==> src/rtl/srlatch_responder.sv <==
// Clocked 4-phase set/reset responder: synchronizes s/r, updates q, drives ack, flags violations on err.
// Optional macro SRLATCH_RESPONDER_COUNT_EN adds an 8-bit completed-handshake counter output txn_count.
module srlatch_responder #(
  parameter int SYNC_STAGES = 2,
  parameter int ACK_DELAY   = 0
) (
  input  logic       clk,
  input  logic       rst_n,
  input  logic       s,
  input  logic       r,
  output logic       q,
  output logic       ack,
  output logic       err
`ifdef SRLATCH_RESPONDER_COUNT_EN
  ,
  output logic [7:0] txn_count
`endif
);

  typedef enum logic [2:0] {IDLE, SETTLE, ACK, RTZ, VIOL} state_t;

  // SETTLE counts down to zero inclusive, so one less than the delay makes ack land on E0+SYNC+DELAY
  localparam logic [3:0] SETTLE_LOAD = (ACK_DELAY > 0) ? 4'(ACK_DELAY - 1) : 4'd0;

  state_t                 state, state_next;
  logic [SYNC_STAGES-1:0] s_sync, r_sync;
  logic                   ss, rs;
  logic [3:0]             cnt, cnt_next;
  logic                   req, req_next;
  logic                   q_next, ack_next, err_next;

  assign ss = s_sync[SYNC_STAGES-1];
  assign rs = r_sync[SYNC_STAGES-1];

  always_ff @(posedge clk or negedge rst_n) begin
    if (!rst_n) begin
      s_sync <= '0;
      r_sync <= '0;
      state  <= IDLE;
      cnt    <= 4'd0;
      req    <= 1'b0;
      q      <= 1'b0;
      ack    <= 1'b0;
      err    <= 1'b0;
    end else begin
      s_sync <= {s_sync[SYNC_STAGES-2:0], s};
      r_sync <= {r_sync[SYNC_STAGES-2:0], r};
      state  <= state_next;
      cnt    <= cnt_next;
      req    <= req_next;
      q      <= q_next;
      ack    <= ack_next;
      err    <= err_next;
    end
  end

  // req holds which line opened the handshake (1 = set); ack drops as RTZ is left
  always_comb begin
    state_next = state;
    cnt_next   = cnt;
    req_next   = req;
    q_next     = q;
    ack_next   = ack;
    err_next   = 1'b0;
    case (state)
      IDLE: begin
        if (ss && rs) begin
          state_next = VIOL;
          err_next   = 1'b1;
          ack_next   = 1'b0;
        end else if (ss ^ rs) begin
          req_next = ss;
          if (ACK_DELAY == 0) begin
            state_next = ACK;
            ack_next   = 1'b1;
            q_next     = ss;
          end else begin
            state_next = SETTLE;
            cnt_next   = SETTLE_LOAD;
          end
        end
      end
      SETTLE: begin
        if (!ss && !rs) begin
          state_next = IDLE;
        end else if (ss && rs) begin
          state_next = VIOL;
          err_next   = 1'b1;
          ack_next   = 1'b0;
        end else if (cnt == 4'd0) begin
          state_next = ACK;
          ack_next   = 1'b1;
          q_next     = req;
        end else begin
          cnt_next = cnt - 4'd1;
        end
      end
      ACK: begin
        if (req ? rs : ss) begin
          state_next = VIOL;
          err_next   = 1'b1;
          ack_next   = 1'b0;
        end else if (!ss && !rs) begin
          state_next = RTZ;
        end
      end
      RTZ: begin
        ack_next   = 1'b0;
        state_next = IDLE;
      end
      VIOL: begin
        if (!ss && !rs) state_next = IDLE;
      end
      default: begin
        state_next = IDLE;
        ack_next   = 1'b0;
      end
    endcase
  end

`ifdef SRLATCH_RESPONDER_COUNT_EN
  // Only ACK->RTZ is a completed handshake; aborts and violations never pass this way
  always_ff @(posedge clk or negedge rst_n) begin
    if (!rst_n) txn_count <= 8'd0;
    else if (state == ACK && state_next == RTZ) txn_count <= txn_count + 8'd1;
  end
`endif

endmodule
==> config.mk <==
export PLATFORM = sky130hd
export DESIGN_NAME = srlatch_responder
export DESIGN_NICKNAME = d
export VERILOG_FILES = /design/src/rtl/srlatch_responder.sv
export SDC_FILE = /design/constraint.sdc
export NUM_CORES = 1
export LEC_CHECK = 0
export ABC_CLOCK_PERIOD_IN_PS = 2500
export CAP_MARGIN = 20
export CORE_MARGIN = 1.5
export CORE_UTILIZATION = 47
export DETAILED_ROUTE_END_ITERATION = 8
export GPL_ROUTABILITY_DRIVEN = 1
export PLACE_DENSITY = 0.77
export SLEW_MARGIN = 40
export SYNTH_ARGS = -nofsm -noshare
export SYNTH_HDL_FRONTEND = slang
export SYNTH_SLANG_ARGS = --single-unit
==> constraint.sdc <==
create_clock -name clk -period 2.5 [get_ports clk]
set_input_delay 0.25 -clock clk [delete_from_list [all_inputs] [get_ports clk]]
set_output_delay 0.25 -clock clk [all_outputs]
set_load 0.02 [all_outputs]
=== Word level (Yosys, flattened, before mapping) ===
Index checks and enable logic that the tools add are counted.
Widths: inputs -> output; s select.

* Register bits: 15
* Input port bits: 4
* Output and inout bits: 3

* Add/sub/neg operators: 1
* Eq/ne operators: 14
* Muxes and demuxes: 27
* Bitwise operators: 5
* Reduce and logical (&&, ||, !) cells: 12

{| class="wikitable"
|+ Operators with widths
! operator !! number
|-
| $mux 3 || 8
|-
| $mux 1 || 15
|-
| $ne 2x2->1 const B || 7
|-
| $pmux 3 s4 || 1
|-
| $ne 3x3->1 const B || 3
|-
| $reduce_and 4->1 || 2
|-
| $reduce_and 6->1 || 1
|-
| $reduce_and 5->1 || 1
|-
| $logic_not 4->1 || 1
|-
| $ne 4x4->1 const B || 1
|-
| $not 1->1 || 4
|-
| $pmux 1 s4 || 1
|-
| $sub 4x1->4 const B || 1
|-
| $eq 3x1->1 const B || 1
|-
| $eq 3x2->1 const B || 1
|-
| $eq 3x3->1 const B || 1
|-
| $logic_not 3->1 || 1
|-
| $pmux 1 s3 || 1
|-
| $reduce_and 3->1 || 1
|-
| $logic_and 1x1->1 || 2
|-
| $logic_not 1->1 || 2
|-
| $pmux 1 s2 || 1
|-
| $reduce_bool 2->1 || 1
|-
| $xor 1x1->1 || 1
|}

=== Logic depth before layout (Yosys ltp) ===
* Word-level depth: 5
* Gate-level depth with buffers: 6
* Mapped depth without buffers: 6

=== Least setup slack after synthesis ===
OpenSTA, ideal clock, no wires.

* Path type: register to register
* Start: register cnt[0]
* End: register ack
* Arrival time: 1,531 ps
* Data required time: 2,375 ps
* Path slack: 844 ps
* Cell stages (with the launch flop): 6
* Path buffers: 0
* Period minus slack after synthesis: 1,656 ps
* Cells stage by stage: dfrtp_1 -> inv_1 -> ha_1 -> or3b_4 -> a211oi_2 -> mux2_4

* Longest elaborated chain between the ends: 3

{| class="wikitable"
|+ RTL lines
! what !! line !! source
|-
| start, declared || 28 || <nowiki>logic [3:0] cnt, cnt_next;</nowiki>
|-
| start signal, assigned || 49 || <nowiki>cnt <= cnt_next;</nowiki>
|-
| $logic_not 4->1 || 90 || <nowiki>end else if (cnt == 4'd0) begin</nowiki>
|-
| $ne 3x3->1 (no line) || - ||
|-
| $reduce_and 5->1 (no line) || - ||
|-
| end signal, assigned || 52 || <nowiki>ack <= ack_next;</nowiki>
|-
| end, declared || 12 || <nowiki>output logic ack,</nowiki>
|}

No other way between the ends.
A chain may end at the register's enable or synchronous reset.

=== Final worst setup path ===
Ends and elaborated chain as after synthesis.

==> key figures <==
Placement
  • I/O Buffers: 6
  • DP Worst Slack: 0.753 ns
  • Placed insts: between 90 and 100
  • Placed Area: 892 um^2
  • DPL Wire Length: 952 um
  • Placer congestion estimate: 0.745

Critical path
  • Crit path DAT: 1.92 ns
  • Crit. End Element: register
  • Crit path required time: around 2.7 ns
  • Depth of the worst register-to-register path: 5
  • RR Startpoint: cnt[0]
  • CP startpoint: cnt[0]
  • Crit path buffers/inverters: 1
  • Crit start category: register
  • Worst reg2reg endpoint: ack
  • Critical-path cell list: inv_1 > ha_1 > or3b_4 > a211oi_2 > mux2_4
  • Crit-path max FO: 5
  • Reg2Reg Setup Slack: 0.75 ns
  • CP Class: register to register
  • Delay-heaviest family, CP: simple AND/OR/NAND/NOR gates
  • Slowest CP cell: or3b_4
  • Max incr delay on CP: around 0.43 ns

Cells and area
  • Share of layout cells above drive strength 1: 0.131
  • Design Area, Final: 918 um^2
  • Register area: 375 um^2
  • Non-filler instance count after layout: 100
  • Fillers: 135
  • Ant diodes: 0
  • Synth-to-layout area growth: 12.4%
  • Nets: 94
  • Area of the multi-input gates: between 400 and 500 um^2

Floorplanning
  • Die area: 2000 um^2
  • Die width: 44.7 um
  • Core Rows: 14
  • Initial core utilization: 0.524
  • Vert. Die Dim: between 40 and 50 um
  • Core area: 1560 um^2
  • Ports: 7

Hold path
  • Hold EP: s_sync[1]
  • Hold depth: 0
  • Hold path startpoint: s_sync[0]
  • Hold Path Class: register to register

Yosys
  • Syn Nets: 84
  • Mapped Cells: 75
  • Seq/Total Area, Yosys: 0.459
  • Synthesized area: 817 um^2
  • Netlist cell types: 33
  • Yosys synthesis warning count: 0
  • Post-synthesis average cell area: 10.9 um^2
  • FF+latch count, synth: 15

CTS
  • Clock-pin slew of the registers on the worst-case setup and hold paths: ~0.080 ns
  • CTS Buf Count: 3
  • Hold buffer count at cts: 0
  • CTS Sinks: 15
  • CTS tree: built
  • H-tree depth: 1
  • Post-CTS setup buffers: 0
  • Clock Latency Late Sink: 0.28 ns
  • Clk buf depth: 2
  • Post-cts repair resize count: 0
  • Root Driver: clkbuf_4

STA
  • Final setup viols: 0
  • Worst slew pin tran: 0.644 ns
  • TNS Setup: 0 ns
  • Fmax: 573 MHz
  • Rel. slew slack: 0.569
  • RSZ-0062 raised after global routing: false
  • Final WS setup: 0.754 ns
  • Final Max Tran Viols: 0
  • Min Clock Period, post-route: 1.75 ns
  • Fin. Hold Viols: 0
  • Period Utilization, post-route: 0.699
  • Worst hold slack: 0.353 ns
  • Max Clock Skew: 0.00294 ns

Power
  • Gate power share: 0.364
  • Sw Ratio: 0.353
  • Sw Pwr: 0.000273 W
  • Clk pwr share: 0.176
  • Int Pwr: 0.000500 W
  • LEAKAGE: about 0.41 nW
  • PD cells: 842 nW/um^2
  • VDD IR-drop max: 0.397 mV
  • Seq pwr share: 0.460

Detailed routing
  • Drt via density: 5.63
  • 1st-iter DRT viols: 10
  • DRT Pass-1 Iters: 7
  • Total Wirelength: 1.31 mm
  • WL/cell: roughly 13 um
  • Total number of vias: 563
  • # DRC: 3
  • Antenna viol nets, final: 0

Global route
  • Total global routing overflow: 0
  • GRT Util Overall: 0.181
  • First-pass GRT wire length: about 2.5 mm
  • Largest net degree at the start of global routing: 16
  • Initial antenna violation count: 0
  • Number of global-route vias before repair: 572

Status
  • Status: finished, violations left
  • Failing checks: DRC

Flow run
  • Max-Cap Viols: 0
## kinds of logic (layout without fill, tap and decap cells)
family | after synthesis | in the layout | synth area share
AO/OA/AOI/OAI | 13 | 13 | 0.110
XOR/XNOR | 1 | 1 | 0.0107
adder cells (fa/ha/maj) | 5 | 5 | 0.0766
buffers and inverters | 7 | 16 | 0.0337
flip-flops | 15 | 15 | 0.459
multiplexers | 6 | 6 | 0.0812
AND/OR/NAND/NOR | 28 | 28 | 0.228
## placed cells by master (no fill, tap or decap), types with 3 or more instances in the layout
master           instances
clkbuf_4                 3
clkdlybuf4s50_1          6
dfrtp_1                 15
ha_1                     5
inv_1                    6
mux2i_1                  4
nand2_1                  5
nand2b_1                 4
nor2_1                   6
## flip-flops by register name, summed over array words and instances (netlist names)
register and cells:
req 1, s_sync 2, ack 1, err 1, cnt 4, r_sync 2, state 3, q 1
## through the flow
step	total power [W]	utilization
2_1_floorplan	0.000549	-
3_3_place_gp	0.000635	0.572
3_5_place_dp	0.000639	0.572
4_1_cts	0.000778	0.589
5_1_grt	0.000830	0.589
6_report	0.000773	0.589
## Yosys cell counts
library cell  instances  area (um^2)
nand2_1               5         18.8
or3_1                 1         6.26
a211oi_1              1         7.51
nor2_1                6         22.5
nand4_1               1         6.26
a211oi_2              1         12.5
and2_1                1         6.26
nand2b_2              1         8.76
a21oi_1               2         10.0
mux2_1                1         11.3
o22a_1                1         8.76
o211ai_1              1         7.51
dfrtp_1              15          375
mux2i_1               4         40.0
or3b_4                1         11.3
nor4b_4               1         23.8
nor4_2                1         12.5
nor2b_1               1         6.26
xnor2_1               1         8.76
and2b_1               1         7.51
nor3_1                1         5.00
inv_1                 6         22.5
nand3b_1              1         7.51
o21ai_0               2         10.0
nor3b_2               1         12.5
o22ai_1               2         12.5
buf_2                 1         5.00
o41ai_1               1         8.76
ha_1                  5         62.6
nand2b_1              4         25.0
or2_2                 1         6.26
a31oi_1               2         12.5
mux2_4                1         15.0
## final cells by class
cell class / instances / share of cell area
multi-input combinational: 53 / 0.451
sequential: 15 / 0.409
timing repair buffer: 6 / 0.0654
clock buffer: 4 / 0.0286
inverter: 6 / 0.0245
tap: 16 / 0.0218
## routing by layer
metal	wire length [um]	GRT usage	vias up	part of all wire
met5	0	0	-	0
met1	633	0.239	263	0.48
met3	45	0.0400	5	0.034
met2	589	0.258	16	0.45
li1	-	-	279	-
met4	43	0.133	0	0.033
## worst max-delay path by stage
| stage | endpoint | slack [ns] | cells after the start |
|---|---|---|---|
| floorplan | ack | 0.84 | 5 |
| global placement | ack | 0.74 | 5 |
| detailed placement | ack | 0.75 | 5 |
| CTS | ack | 0.74 | 5 |
| global route | cnt[3] | 0.62 | 4 |
| finish | ack | 0.75 | 5 |
## power by group through the flow
stage               clock network (W)  logic [W]  registers, W
floorplan                           0   0.000176      0.000373
global placement                    0   0.000278      0.000357
detailed placement                  0   0.000280      0.000359
CTS                          0.000142   0.000282      0.000355
global route                 0.000151   0.000313      0.000367
finish                       0.000136   0.000281      0.000356
(Power assumes the default switching activity.)
==> patch (same settings) <==
`SYNC_STAGES`: 2 -> 4.
--- a/src/rtl/srlatch_responder.sv
+++ b/src/rtl/srlatch_responder.sv
@@ -3,3 +3,3 @@
 module srlatch_responder #(
-  parameter int SYNC_STAGES = 2,
+  parameter int SYNC_STAGES = 4,
   parameter int ACK_DELAY   = 0
Formal check against the unedited RTL: not equivalent (a bounded check fails within 4 cycles, from zero or initial values and one cycle with rst_n low).
==> patch against the original RTL <==
Synthesized area increased by 11%; clock power increased by 13%; via count increased by 6.0%; wire length increased by 14%; design area increased by 9.3%; power increased by 9.5%; setup slack got worse by 120 ps; largest cell class is now sequential cells; sequential cell count increased by 4.
==> patch: results (changes against the original RTL) <==
| Metric | Value |
|---|---|
| Placed cells | 105 (was 96) |
| Total leakage power | 0.446 nW (was 0.410 nW) |
| Worst-path fanout max | 4 (was 5) |
| Slowest cell on crit path | dfrtp_1 (was or3b_4) |
| Drt via density | 5.43 (was 5.63) |
| Xor/xnor share of the synthesized area | 2.91% (was 1.07%) |
| Multiplexer share of the synthesized area | 6.51% (was 8.12%) |
| Hold Startpoint | r_sync[2]$_DFF_PN0_ (was s_sync[0]$_DFF_PN0_) |
| Worst-margin pin slew | 417 ps (was 644 ps) |
| Antenna violations before repair | 0 (unchanged) |
| Worst VDD drop | 0.456 mV (was 0.397 mV) |
| Clock Path Buffers | 2 (unchanged) |
| Clk_lat worst skew | roughly 290 ps |
| Largest net degree at the start of global routing | 20 (was 16) |
| Biggest regs | cnt (4), r_sync (4), s_sync (4) (was cnt (4), state (3)) |
| First-pass GRT wire length | 2480 µm (was 2470 µm) |
| Heaviest power group | registers (unchanged) |
| Net Sw Frac | 33.7% (was 35.3%) |
| Initial DRC Count | 4 (was 10) |
| Drt pass-1 iters | 4 (was 7) |
| Vias | 597 (was 563) |
| Run status | finished clean (was finished, violations left) |
| Clk_skew | 3.85 ps (was 2.94 ps) |
| Synth Net Count | 86 (was 84) |
| Synth top cells by count | dfrtp_1, nand2_1, ha_1, inv_1, nor2_1 (was dfrtp_1, inv_1, nor2_1, ha_1, nand2_1) |
| Compound-Gate Fraction of Synth Area | 8.31% (was 11.0%) |
| Mean Syn Cell Area | 11.7 µm² (was 10.9 µm²) |
| Worst-path clk slew | 110 ps (was 80 ps) |
| CP peak stage delay | 390 ps (was 430 ps) |
| Total GRT Usage | 16.1% (was 18.1%) |
| Post-Synth Adder-Cell Area | 6.93% (was 7.66%) |
| Reg2Reg Depth | 6 (was 5) |
| Post-route cell area | 0.00100 mm² (was 918 µm²) |
| Share of layout cells above drive strength 1 | 15.3% (was 13.1%) |
| Cell variety after synth | 31 (was 33) |
| Crit Reg-Reg Endpoint | q$_DFFE_PN0P_ (was ack$_DFFE_PN0P_) |
| Min Tclk post-route | 1870 ps (was 1750 ps) |
| Vias in the first global route | 585 (was 572) |
| Hold Path Class | register to register (unchanged) |
| WS Path Type | register to register (unchanged) |
| Internal power | 0.000562 W (was 0.000500 W) |
| Area post-placement | 971 µm² (was 892 µm²) |
| Sequential Power Share | 50.6% (was 46.0%) |
| H-tree levels | 1 (unchanged) |
| Clock power share | 18.1% (was 17.6%) |
| Wire length per cell | 13.6 µm (was 13.1 µm) |
| Setup WS pre-CTS | 653 ps (was 753 ps) |
| HPWL Detailed | 1090 µm (was 952 µm) |
| Register area share after synthesis | 52.6% (was 45.9%) |
| Final nets | 95 (was 94) |
| # fillers | 162 (was 135) |
| Final Wtd Congestion | 0.854 (was 0.745) |
| Synth area leaders | dfrtp_1, ha_1, xnor2_1 (was dfrtp_1, ha_1, mux2i_1) |
-- patch: timing repair --
item	CTS	global route
setup buffers	0	0
hold endpoints to repair	0	19
gates resized for setup	0	0
setup endpoints to repair	0	0
hold buffers	0	1
-- patch: worst min-delay path by stage --
stage                                endpoint  slack [ps]
final                     r_sync[3]$_DFF_PN0_         370
after global routing      s_sync[1]$_DFF_PN0_         380
after CTS                 s_sync[1]$_DFF_PN0_         370
after detailed placement  r_sync[2]$_DFF_PN0_         340
after global placement    s_sync[3]$_DFF_PN0_         330
after floorplan               ack$_DFFE_PN0P_         -50
-- patch: cell type report --
class                   count  share of cell area [%]
clock inverters             1                   0.499
inverters                   5                    1.87
well taps                  25                    3.12
clock buffers               3                    2.24
repair buffers              7                    6.48
multi-input cells          50                    38.4
flip-flops and latches     19                    47.4
-- patch: layer usage --
metal,track usage [%],wire length [µm],vias to the layer above
li1,-,-,283
met1,19.4,640,296
met2,27.4,763,14
met3,3.85,62,4
met4,7.22,28,0
met5,0,0,-
